`src/rtl/apb_pkg.sv`:
```
// Shared APB definitions: requester FSM states, PPROT bit meanings and default bus widths.
package apb_pkg;

    localparam int unsigned APB_DEF_ADDR_W = 12;
    localparam int unsigned APB_DEF_DATA_W = 32;

    localparam logic [2:0] PPROT_PRIV   = 3'b001;
    localparam logic [2:0] PPROT_NONSEC = 3'b010;
    localparam logic [2:0] PPROT_INSTR  = 3'b100;

    typedef enum logic [1:0] {
        IDLE   = 2'd0,
        SETUP  = 2'd1,
        ACCESS = 2'd2,
        RESP   = 2'd3
    } apb_state_e;

endpackage

```
`src/rtl/apb_master_timeout.sv`:
```
// ACCESS wait-state counter: cleared before ACCESS, counts stalled cycles, flags the cycle that hits the limit.
module apb_master_timeout #(
    parameter int unsigned TIMEOUT_CYC = 256
) (
    input  logic clk_i,
    input  logic rst_i,
    input  logic clear_i,
    input  logic enable_i,
    output logic expired_o
);

    localparam int unsigned CNT_W = $clog2(TIMEOUT_CYC + 1);

    logic [CNT_W-1:0] cnt_q;

    always_ff @(posedge clk_i) begin
        if (rst_i || clear_i) begin
            cnt_q <= '0;
        end else if (enable_i && (cnt_q != CNT_W'(TIMEOUT_CYC))) begin
            cnt_q <= cnt_q + CNT_W'(1);
        end
    end

    // The stalled cycle that would bring the count to the limit aborts the transfer.
    assign expired_o = (cnt_q == CNT_W'(TIMEOUT_CYC - 1));

endmodule

```
`src/rtl/apb_master.sv`:
```
// Single-outstanding APB4 requester: valid/ready command in, SETUP/ACCESS on APB, valid/ready response out.
// Optional ACCESS timeout abort is compiled in with `define APB_MASTER_TIMEOUT_EN.
module apb_master
    import apb_pkg::*;
#(
    parameter int unsigned ADDR_W      = APB_DEF_ADDR_W,
    parameter int unsigned DATA_W      = APB_DEF_DATA_W,
    parameter int unsigned TIMEOUT_CYC = 256
) (
    input  logic                  PCLK_i,
    input  logic                  PRESET_i,
    input  logic                  cmd_valid_i,
    output logic                  cmd_ready_o,
    input  logic                  cmd_write_i,
    input  logic [ADDR_W-1:0]     cmd_addr_i,
    input  logic [DATA_W-1:0]     cmd_wdata_i,
    input  logic [DATA_W/8-1:0]   cmd_strb_i,
    input  logic [2:0]            cmd_prot_i,
    output logic                  rsp_valid_o,
    input  logic                  rsp_ready_i,
    output logic [DATA_W-1:0]     rsp_rdata_o,
    output logic                  rsp_err_o,
    output logic                  PSEL_o,
    output logic                  PENABLE_o,
    output logic                  PWRITE_o,
    output logic [ADDR_W-1:0]     PADDR_o,
    output logic [DATA_W-1:0]     PWDATA_o,
    output logic [DATA_W/8-1:0]   PSTRB_o,
    output logic [2:0]            PPROT_o,
    input  logic [DATA_W-1:0]     PRDATA_i,
    input  logic                  PREADY_i,
    input  logic                  PSLVERR_i
);

    localparam int unsigned STRB_W = DATA_W / 8;

    if ((DATA_W % 8) != 0) begin : g_bad_data_w
        $error("apb_master: DATA_W must be a multiple of 8");
    end
    if (TIMEOUT_CYC == 0) begin : g_bad_timeout
        $error("apb_master: TIMEOUT_CYC must be at least 1");
    end

    apb_state_e          state_q;
    logic                psel_q;
    logic                penable_q;
    logic                pwrite_q;
    logic [ADDR_W-1:0]   paddr_q;
    logic [DATA_W-1:0]   pwdata_q;
    logic [STRB_W-1:0]   pstrb_q;
    logic [2:0]          pprot_q;
    logic [DATA_W-1:0]   rdata_q;
    logic                err_q;

`ifdef APB_MASTER_TIMEOUT_EN
    logic timeout_expired;

    apb_master_timeout #(
        .TIMEOUT_CYC (TIMEOUT_CYC)
    ) u_timeout (
        .clk_i     (PCLK_i),
        .rst_i     (PRESET_i),
        .clear_i   (state_q == SETUP),
        .enable_i  ((state_q == ACCESS) && !PREADY_i),
        .expired_o (timeout_expired)
    );
`endif

    // Transfer sequencer; all APB and response signals are registered here.
    always_ff @(posedge PCLK_i) begin
        if (PRESET_i) begin
            state_q   <= IDLE;
            psel_q    <= 1'b0;
            penable_q <= 1'b0;
            pwrite_q  <= 1'b0;
            paddr_q   <= '0;
            pwdata_q  <= '0;
            pstrb_q   <= '0;
            pprot_q   <= '0;
            rdata_q   <= '0;
            err_q     <= 1'b0;
        end else begin
            unique case (state_q)
                IDLE: begin
                    if (cmd_valid_i) begin
                        state_q   <= SETUP;
                        psel_q    <= 1'b1;
                        penable_q <= 1'b0;
                        pwrite_q  <= cmd_write_i;
                        paddr_q   <= cmd_addr_i;
                        pwdata_q  <= cmd_write_i ? cmd_wdata_i : '0;
                        pstrb_q   <= cmd_write_i ? cmd_strb_i : '0;
                        pprot_q   <= cmd_prot_i;
                    end
                end
                SETUP: begin
                    state_q   <= ACCESS;
                    penable_q <= 1'b1;
                end
                ACCESS: begin
                    if (PREADY_i) begin
                        state_q   <= RESP;
                        psel_q    <= 1'b0;
                        penable_q <= 1'b0;
                        rdata_q   <= pwrite_q ? '0 : PRDATA_i;
                        err_q     <= PSLVERR_i;
                    end
`ifdef APB_MASTER_TIMEOUT_EN
                    else if (timeout_expired) begin
                        state_q   <= RESP;
                        psel_q    <= 1'b0;
                        penable_q <= 1'b0;
                        rdata_q   <= '0;
                        err_q     <= 1'b1;
                    end
`endif
                end
                RESP: begin
                    if (rsp_ready_i) begin
                        state_q <= IDLE;
                    end
                end
                default: state_q <= IDLE;
            endcase
        end
    end

    assign cmd_ready_o = (state_q == IDLE);
    assign rsp_valid_o = (state_q == RESP);
    assign rsp_rdata_o = rdata_q;
    assign rsp_err_o   = err_q;
    assign PSEL_o      = psel_q;
    assign PENABLE_o   = penable_q;
    assign PWRITE_o    = pwrite_q;
    assign PADDR_o     = paddr_q;
    assign PWDATA_o    = pwdata_q;
    assign PSTRB_o     = pstrb_q;
    assign PPROT_o     = pprot_q;

endmodule

```
`config.mk`:
```
export PLATFORM = sky130hd
export DESIGN_NAME = apb_master
export DESIGN_NICKNAME = d
export VERILOG_FILES = /design/src/rtl/apb_pkg.sv /design/src/rtl/apb_master_timeout.sv /design/src/rtl/apb_master.sv
export SDC_FILE = /design/constraint.sdc
export NUM_CORES = 1
export LEC_CHECK = 0
export CAP_MARGIN = 20
export CELL_PAD_IN_SITES_DETAIL_PLACEMENT = 1
export CELL_PAD_IN_SITES_GLOBAL_PLACEMENT = 1
export CORE_ASPECT_RATIO = 2
export CORE_MARGIN = 2
export CORE_UTILIZATION = 29
export DETAILED_ROUTE_END_ITERATION = 16
export GPL_TIMING_DRIVEN = 0
export PLACE_DENSITY_LB_ADDON = 0.1
export SLEW_MARGIN = 20
export SYNTH_ARGS = -nofsm -noshare
export SYNTH_HDL_FRONTEND = slang
export SYNTH_HIERARCHICAL = 1
export SYNTH_SLANG_ARGS = --single-unit
```
`constraint.sdc`:
```
create_clock -name PCLK_i -period 1.5 [get_ports PCLK_i]
set_input_delay 0.375 -clock PCLK_i [delete_from_list [all_inputs] [get_ports PCLK_i]]
set_output_delay 0.375 -clock PCLK_i [all_outputs]
set_load 0.01 [all_outputs]
```
== Yosys cells after proc, flatten, opt, wreduce, memory -nomap -nowiden ==
Index checks and enable logic that the tools add are counted.
Word-level totals
  bits of input ports: 90
  output and inout port bits: 89
  register bits after elaboration: 89
  word-level logic and storage cells: 36
Cells by class
  muxes and demuxes: 12
  eq/ne operators: 6
  reduce and logical (&&, ||, !) cells: 8
Operator list (count)
  32-bit two-way mux: 2
  3-bit AND reduction: 3
  2-bit case mux with 4 select lines: 1
  2-bit two-way mux: 3
  2-bit == test, second input constant: 2
  4-bit two-way mux: 1
  2-bit != test, second input constant: 2
  2-bit AND reduction: 2
  1-bit two-way mux: 3
  1-bit case mux with 3 select lines: 1
  3-bit nonzero test: 1
  2-bit by 1-bit == test with 1-bit output, second input constant: 1
  2-bit zero test: 1
  2-bit by 1-bit != test with 1-bit output, second input constant: 1
  1-bit case mux with 2 select lines: 1
  2-bit nonzero test: 1

== Depth between registers and ports, before layout ==
Gate-level depths: netlist (run 1).
  word-level depth: 3
  depth in mapped cells: 7
  mapped depth without buffers: 5

== Worst setup path before layout (run 1) ==
OpenSTA, ideal clock, no wires.
  kind: reg2reg
  from: reg state_q[0]
  to: reg state_q[1]
  data required time: 1.365 ns
  setup time: 0.135 ns
  setup slack: 0.094 ns
  arrival time: 1.271 ns
  cell stages (with the launch flop): 6
  clock period less this slack: 1.406 ns
  buffers on the path: 0
  path through: dfxtp_1 inv_1 ha_1 nor2b_1 o311ai_0 o41ai_1
On the way
  word-level cells in the longest chain between the ends: 3
  elaborated cells on any way between the ends: 9
  those cells by class: 6 x eq/ne; 1 x mux; 2 x reduce/logical
RTL lines
  start: declaration: RTL line apb_master.sv:44  | apb_state_e state_q;
  start signal: assignment: RTL line apb_master.sv:72  | state_q <= IDLE;
  start signal: assignment: RTL line apb_master.sv:86  | state_q <= SETUP;
  start signal: assignment: RTL line apb_master.sv:97  | state_q <= ACCESS;
  2-bit zero test (*)
  via cmd_ready_o: RTL line apb_master.sv:13  | output logic cmd_ready_o,
  2-bit != test (no source line)
  3-bit AND reduction (no source line)
Mark *: on every way through the listed nets, which the timed path passes. The rest lies on a longest branch.
A chain may end at the register's enable or synchronous reset.

== Final worst setup path (run 1) ==
  from: reg state_q[1]
  to: out cmd_ready_o
On the way
  word-level cells in the longest chain between the ends: 1
RTL lines
  2-bit zero test: RTL line apb_master.sv:128  | assign cmd_ready_o = (state_q == IDLE);
  end: declaration: RTL line apb_master.sv:13
Every way passes these cells.

==> run summary, run 1 <==
The cell count after synthesis came out at 408. The worst min-delay path category is in2reg. The number of max-slew violations in the final report came to 0. The sink count of the clock tree is a little under 90.

The worst relative slew slack came out at 60.4%. The overall die height is roughly 170 um. The final number of setup-violating endpoints came out at 0. The area fraction in and, or, nand and nor cells after synthesis is 28.2%. The hold violation count in the final report is 0. The post-route netlist has between 20% and 30% of its cells at a drive strength greater than 1. The boundary pin count is 179. The number of violations reported at the end of detailed-routing iteration 0 is between 40 and 50. The worst hold path terminates at PWDATA_o[29]. The largest family of logic cells by synthesized area is simple AND/OR/NAND/NOR gates. For this run the aggregate overflow at the end of global routing stands at 0. After clock tree synthesis, the clock-pin slew on the worst setup and hold paths is around 0.070 ns. The sequential fraction of the synthesis area came out at 47.0%. The pre-antenna-repair detailed-routing pass consisted of 4 iterations. The area of the die came out at roughly 14000 sq um. At the later pin of the worst-skew pair, clock insertion delay measures around 0.34 ns. In this run the static leakage power is approximately 2.4 nW. The register bit total from synthesis is slightly below 90.

Data on the critical path arrives at its endpoint at roughly 1.1 ns. The max-cap violation count is 0. Subtracting the final worst setup slack from the clock period gives roughly 1.5 ns. The worst hold path passes through 3 cells.

The period utilization is slightly below 100%. The die outline width came out at 84.9 um. The diode insertion count for antenna repair is 0. The first-pass GRT wire length came out at between 20000 and 25000 um. Detailed routing placed a total of 7340 um of wire on met2. The average size of a mapped cell is 9.29 sq um. The worst hold path begins at cmd_write_i. In this run the register-to-register setup slack is 0.06 ns. The per-cell via count in the routed design came out at 4.86.

STA classifies the critical path endpoint as an output pin. The detailed router put a total of approximately 4200 um of wire on met1. The worst-case IR drop observed on VDD is a little over 600 uV. The remaining routing DRC violations is 0. The worst register-to-register path begins at state_q[0]. The total length of routed wires is 12600 um.

The detailed router used layers up to and including met4. The count of cell types in the netlist is 22. Clock skew on the completed layout was measured at 0.00910 ns. The post-placement cell count came out at between 700 and 800. Detailed placement ended at an HPWL of a little under 10000 um.

The region available for standard cell placement spans roughly 13000 sq um. The count of port buffers added during placement came out at 175. The fraction of synthesized cell area in xor and xnor cells is 0%. The share of synthesized cell area in full adder, half adder and majority cells is roughly 1.3%. The number of nets in the final layout is between 600 and 700. The overall via count from detail_route is 3657. The final non-filler cell total is around 750. Entering global routing, the biggest net connects 16 pins. The multiplexer share of the synthesized area came out at 0%. The TritonCTS clock tree is yes. Routability-driven placement finished with a final weighted congestion of between 0.7 and 0.8.

The power per cell area came out at between 1000 and 1500 nW/um^2. The run finished with clean final reports. The area fraction in compound gates after synthesis is approximately 16%. The worst register-to-register path has a depth of 6. The number of rows created at floorplan is 59.

The initial cell density of the core is about 29%. After synthesis the cells add up to roughly 3800 sq um. The post-synth net total came out at 502.

The clock passes through at most 2 buffers. The required time reported for the critical path endpoint is 1.12 ns. The critical path in this run is classified as reg2out. The overall routing resource usage is a little under a fifth. The number of global-route vias before repair was about 4000. The initial antenna violation count is 0. The critical path launch point type is a register. After clock tree synthesis, the flow added hold-fix buffers numbering 0. The destination of the worst register-to-register timing path is state_q[1]. For this run, the top clock speed supported by timing is just under 700 MHz. Once layout is complete, the utilization of the core stands at 46.5%. Clock tree synthesis selected as its root buffer the cell clkbuf_16.

Clock tree synthesis inserted a total of 9 buffers. The count of warnings emitted by yosys is 6. The worst-path maximum fanout is 6.

The maximum level of the CTS H-tree came out at 3. The average wire per standard cell came out at roughly 17 um. The routed wire length on met3 is 765 um. The post-synthesis to final-layout area growth came out at 58.3%. In this run the remaining antenna-violating nets after routing total 0. For the pin with the worst max-slew slack, the measured transition is 0.594 ns.
state kept, by name, summed over array words and instances, names as in the netlist:
name         count
rsp_err_o        1
PWDATA_o        32
PWRITE_o         1
rsp_rdata_o     32
PPROT_o          3
state_q          2
PADDR_o         12
PSTRB_o          4
PSEL_o           1
PENABLE_o        1
cell usage after synthesis:
master    number  area [sq um]
buf_2         16          80.1
buf_6          3          33.8
buf_12         3          60.1
nor2b_4        1          13.8
nor2b_1        2          12.5
nand3_1        3          15.0
and2_1         1          6.26
o31ai_1        1          7.51
ha_1           4          50.1
nand3_2       34           340
o311ai_0       2          17.5
clkbuf_1      11          41.3
o211ai_1       1          7.51
inv_1          3          11.3
o41ai_1        2          17.5
dfxtp_1       89          1780
o311a_1        1          10.0
nand4b_1      32           280
a21oi_1       52           260
buf_4          6          45.0
a21oi_2       34           298
nand2_1      107           402
logic make-up after synthesis:
family | Yosys count
and+or+nand+nor | 180
adders and majority gates | 4
buffers and inverters | 42
AOI/OAI and AO/OA | 93
DFF | 89
worst max-delay path, stage by stage (launching register included):
cell	delay, ns
dfxtp_4	0.39
inv_4	0.05
ha_4	0.18
buf_6	0.12
metal layers:
layer	up-vias	track usage, %
met5	-	0
met4	0	5.59
met2	125	36.2
li1	1772	-
met3	14	4.73
met1	1746	17.0
worst max-delay path by stage:
stage                 from          end  slack [ns]  cells past startpoint
6_report        state_q[1]  cmd_ready_o        0.04                      3
4_1_cts         state_q[0]   state_q[1]       -0.01                      6
2_1_floorplan   state_q[0]   state_q[1]        0.09                      5
3_3_place_gp   cmd_valid_i  PWDATA_o[4]       -0.47                      5
3_5_place_dp   cmd_valid_i   PSTRB_o[2]       -0.52                      5
5_1_grt         state_q[0]   state_q[0]      -0.005                      5
cell type report:
cell class                      count  area (sq um)
Fill cell                        1553          6920
Timing Repair Buffer              176          1650
Inverter                            3          13.8
Multi-Input combinational cell    277          1790
Sequential cell                    89          1790
Buffer                             39           274
Clock inverter                      6          65.1
Clock buffer                       10           229
Tap cell                          152           190
metrics by stage:
stage	setup slack, ns	hold WS, ns	power (W)	cell area, sq um	setup TNS (ns)
CTS	-0.0107	0.416	0.00756	5960	-0.0157
finish	0.0447	0.426	0.00748	6000	0
global placement	-0.467	0.438	0.00536	5730	-20.21
detailed placement	-0.520	0.446	0.00542	5730	-23.31
floorplan	0.0943	0.476	0.00416	3790	0
global route	-0.00532	0.438	0.00792	6000	-0.00532
report_power, final:
| part | leakage [nW] | internal [W] | switching, W | total, W |
|---|---|---|---|---|
| combinational | 1.56 | 0.00110 | 0.00123 | 0.00232 |
| clock | 0.143 | 0.00130 | 0.000973 | 0.00227 |
| sequential | 0.725 | 0.00270 | 0.000187 | 0.00288 |
| total | 2.43 | 0.00509 | 0.00239 | 0.00748 |
placed cells by master (no fill, tap or decap), types with 3 or more instances in the layout:
cell type and count:
buf_2 13, nand4b_1 32, nand3_2 34, a21oi_1 52, buf_12 3, buf_6 4
a21oi_2 34, clkbuf_2 3, dfxtp_1 86, clkdlybuf4s50_1 86, dlygate4sd2_1 87, clkbuf_1 9
clkbuf_16 9, nand3_1 3, buf_4 10, nand2_1 105
what timing repair did:
action / CTS / global route
pin swaps: 0 / 2
setup endpoints to repair: 173 / 36
gates resized for setup: 112 / 12
setup buffers: 0 / 1
No activity file was read; power rests on OpenSTA's default activity.
==> run 2: changes to the inputs <==
CORE_MARGIN = not set   (was 2)
==> run summary, run 2 (synthesized netlist as in run 1, its figures left out) <==
The setup total negative slack came out at 0 ns (unchanged). The final non-filler cell total is 750 (was 752). The commonest non-fill, non-tap cell in the layout is nand2_1 (unchanged). The count of port buffers added during placement came out at 175 (unchanged).

The number of rows created at floorplan came out at 58 (was 59). The number of violations reported at the end of detailed-routing iteration 0 came out at 83 (was 45). The number of global-route vias before repair came to 3918 (was 3950).

The worst-path maximum fanout was 5 (was 6). The remaining routing DRC violations came out at 0 (unchanged). Leading cell types in the layout, fill and taps excluded: 105 x nand2_1, 87 x dlygate4sd2_1, 86 x dfxtp_1 (was 105 x nand2_1, 87 x dlygate4sd2_1, 86 x dfxtp_1, 86 x clkdlybuf4s50_1, 52 x a21oi_1). The power after layout came out at 0.00748 W (about the same). The global placer's final weighted congestion is 0.740 (was 0.772).

The global-route layer with the greatest usage is met2 (unchanged). The global route total overflow came out at 0 (unchanged). The antenna violation net count after detailed routing is 0 (unchanged). The overall via count from detail_route came out at 3648 (was 3657). The worst relative slew slack came out at 59.3% (was 60.4%). The insertion delay of the later-clocked pin in the worst-skew pair was 0.33 ns (was 0.34 ns). The clock tree buffer depth is 2 (unchanged).

Setup repair after global routing left no endpoint under its margin. The initial antenna violation count came out at 0 (unchanged). The die outline width came out at 82.9 um (was 84.9 um). The core region area came to 12600 sq um (was 12900 sq um). The share of the core filled with cells in the final layout is 47.3% (was 46.5%). The critical path class is reg2out (unchanged). The overall die height is 164 um (was 166 um). The worst min-delay path category is in2reg (unchanged).

The post-synthesis to final-layout area growth is 57.6% (was 58.3%). The average wire per standard cell came out at 16.6 um (was 16.7 um). Outcome: finished, final reports clean (unchanged). The measured slew at the worst slew-check pin came to 0.611 ns (was 0.594 ns). The period utilization is 97.1% (was 97.0%). The first-pass iteration count of the detailed router came out at 4 (unchanged). The first-pass GRT wire length is 19700 um (was 20300 um). The buffer type at the clock tree root is clkbuf_16 (unchanged). The initial cell density of the core came out at 30.0% (was 29.3%). The final number of setup-violating endpoints was 0 (unchanged).

The number of buffers added to fix hold violations after cts was 0 (unchanged). The clock-pin slew on the worst setup and hold paths came to 0.07 ns (about the same). The fill cell instance count of the final layout is 1471 (was 1553). The required time reported for the critical path endpoint came out at 1.12 ns (about the same). The max-cap violation count is 0 (unchanged). The TritonCTS clock tree is yes (unchanged). The clock period minus final worst setup slack came out at 1.46 ns (about the same). The overall routing resource usage came out at 18.3% (was 18.0%). The signal arrival time at the worst endpoint is 1.08 ns (about the same). The peak supply drop came out at 728 uV (was 618 uV). The maximum achievable frequency came out at 686 MHz (was 687 MHz). The kind of end point of the critical path is an output pin (unchanged). The placed standard-cell area is 5730 sq um (about the same). The pin count of the biggest net entering global routing came out at 15 (was 16). The met2 layer usage reported by global route came to 37.7% (was 36.2%).

The total length of routed wires came out at 12500 um (was 12600 um). The per-cell via count in the routed design is 4.86 (about the same). The boundary pin count came out at 179 (unchanged). The half-perimeter wire length after placement came out at 9880 um (was 9820 um). The number of nets in the final layout came out at 688 (was 689).

The met1 track utilization from global routing is 16.9% (was 17.0%). The post-placement cell count is 733 (was 735). The area of the die was 13600 sq um (was 14100 sq um).

The TritonCTS buffer count came out at 9 (unchanged). The maximum level of the CTS H-tree is 3 (unchanged). The cell leakage power came to 2.42 nW (was 2.43 nW). The critical path launch point type is a register (unchanged). The number of max-slew violations in the final report was 0 (unchanged). The fraction of layout cells with a size suffix above 1 is 21.2% (was 21.7%).

The sink count of the clock tree came out at 89 (unchanged). The post-layout instance area came to 5970 sq um (was 6000 sq um). The hold violation count in the final report was 0 (unchanged). The power per cell area was 1250 nW/um^2 (about the same).

The worst clock skew on the final layout is 0.00981 ns (was 0.00910 ns). The met3 track utilization from global routing came out at 4.07% (was 4.73%).
## run 2: final cells by class
| type | instances | area, sq um | share of cell area, % |
|---|---|---|---|
| inverters | 3 | 13.8 | 0.230 |
| diodes | 1 | 2.50 | 0.0419 |
| clock buffers | 12 | 256 | 4.29 |
| flip-flops and latches | 89 | 1790 | 30.0 |
| clock inverters | 4 | 51.3 | 0.859 |
| plain buffers | 38 | 259 | 4.34 |
| repair buffers | 176 | 1640 | 27.5 |
| multi-input cells | 277 | 1770 | 29.6 |
| well taps | 150 | 188 | 3.14 |
## run 2: worst paths after layout
kind	from	endpoint	slack, ns	depth (start not counted)
max	state_q[0]	cmd_ready_o	0.04	3
min	cmd_write_i	PWDATA_o[29]	0.42	3
max reg2reg	state_q[0]	PENABLE_o	0.08	5
min reg2reg	rsp_rdata_o[19]	rsp_rdata_o[19]	0.45	2
## run 2: critical path, stage by stage, from the launching register on
cell and delay (ns):
dfxtp_4 0.38, inv_4 0.05, ha_4 0.17, buf_2 0.14
## run 2: metrics by stage
step / hold WS (ns) / worst slack, ns
global route: 0.432 / 0.00564
CTS: 0.420 / -0.0581
global placement: 0.439 / -0.466
finish: 0.425 / 0.0431
detailed placement: 0.447 / -0.495
floorplan: 0.476 / 0.0943
## run 2: power by group
part / internal (W) / switching (W) / total [W]
sequential: 0.00270 / 0.000187 / 0.00288
combinational: 0.00107 / 0.00122 / 0.00229
clock: 0.00138 / 0.000926 / 0.00231
total: 0.00516 / 0.00233 / 0.00748
## run 2: what timing repair did
| action | CTS | global route |
|---|---|---|
| gates resized for setup | 107 | 8 |
| hold endpoints to repair | 0 | 0 |
| pin swaps | 1 | 1 |
| setup buffers | 0 | 1 |
| setup endpoints to repair | 174 | 21 |
## run 2: per-layer routing
layer	up-vias	routed length, um
li1	1777	-
met3	9	700
met5	-	0
met4	0	208
met1	1738	4280
met2	124	7280
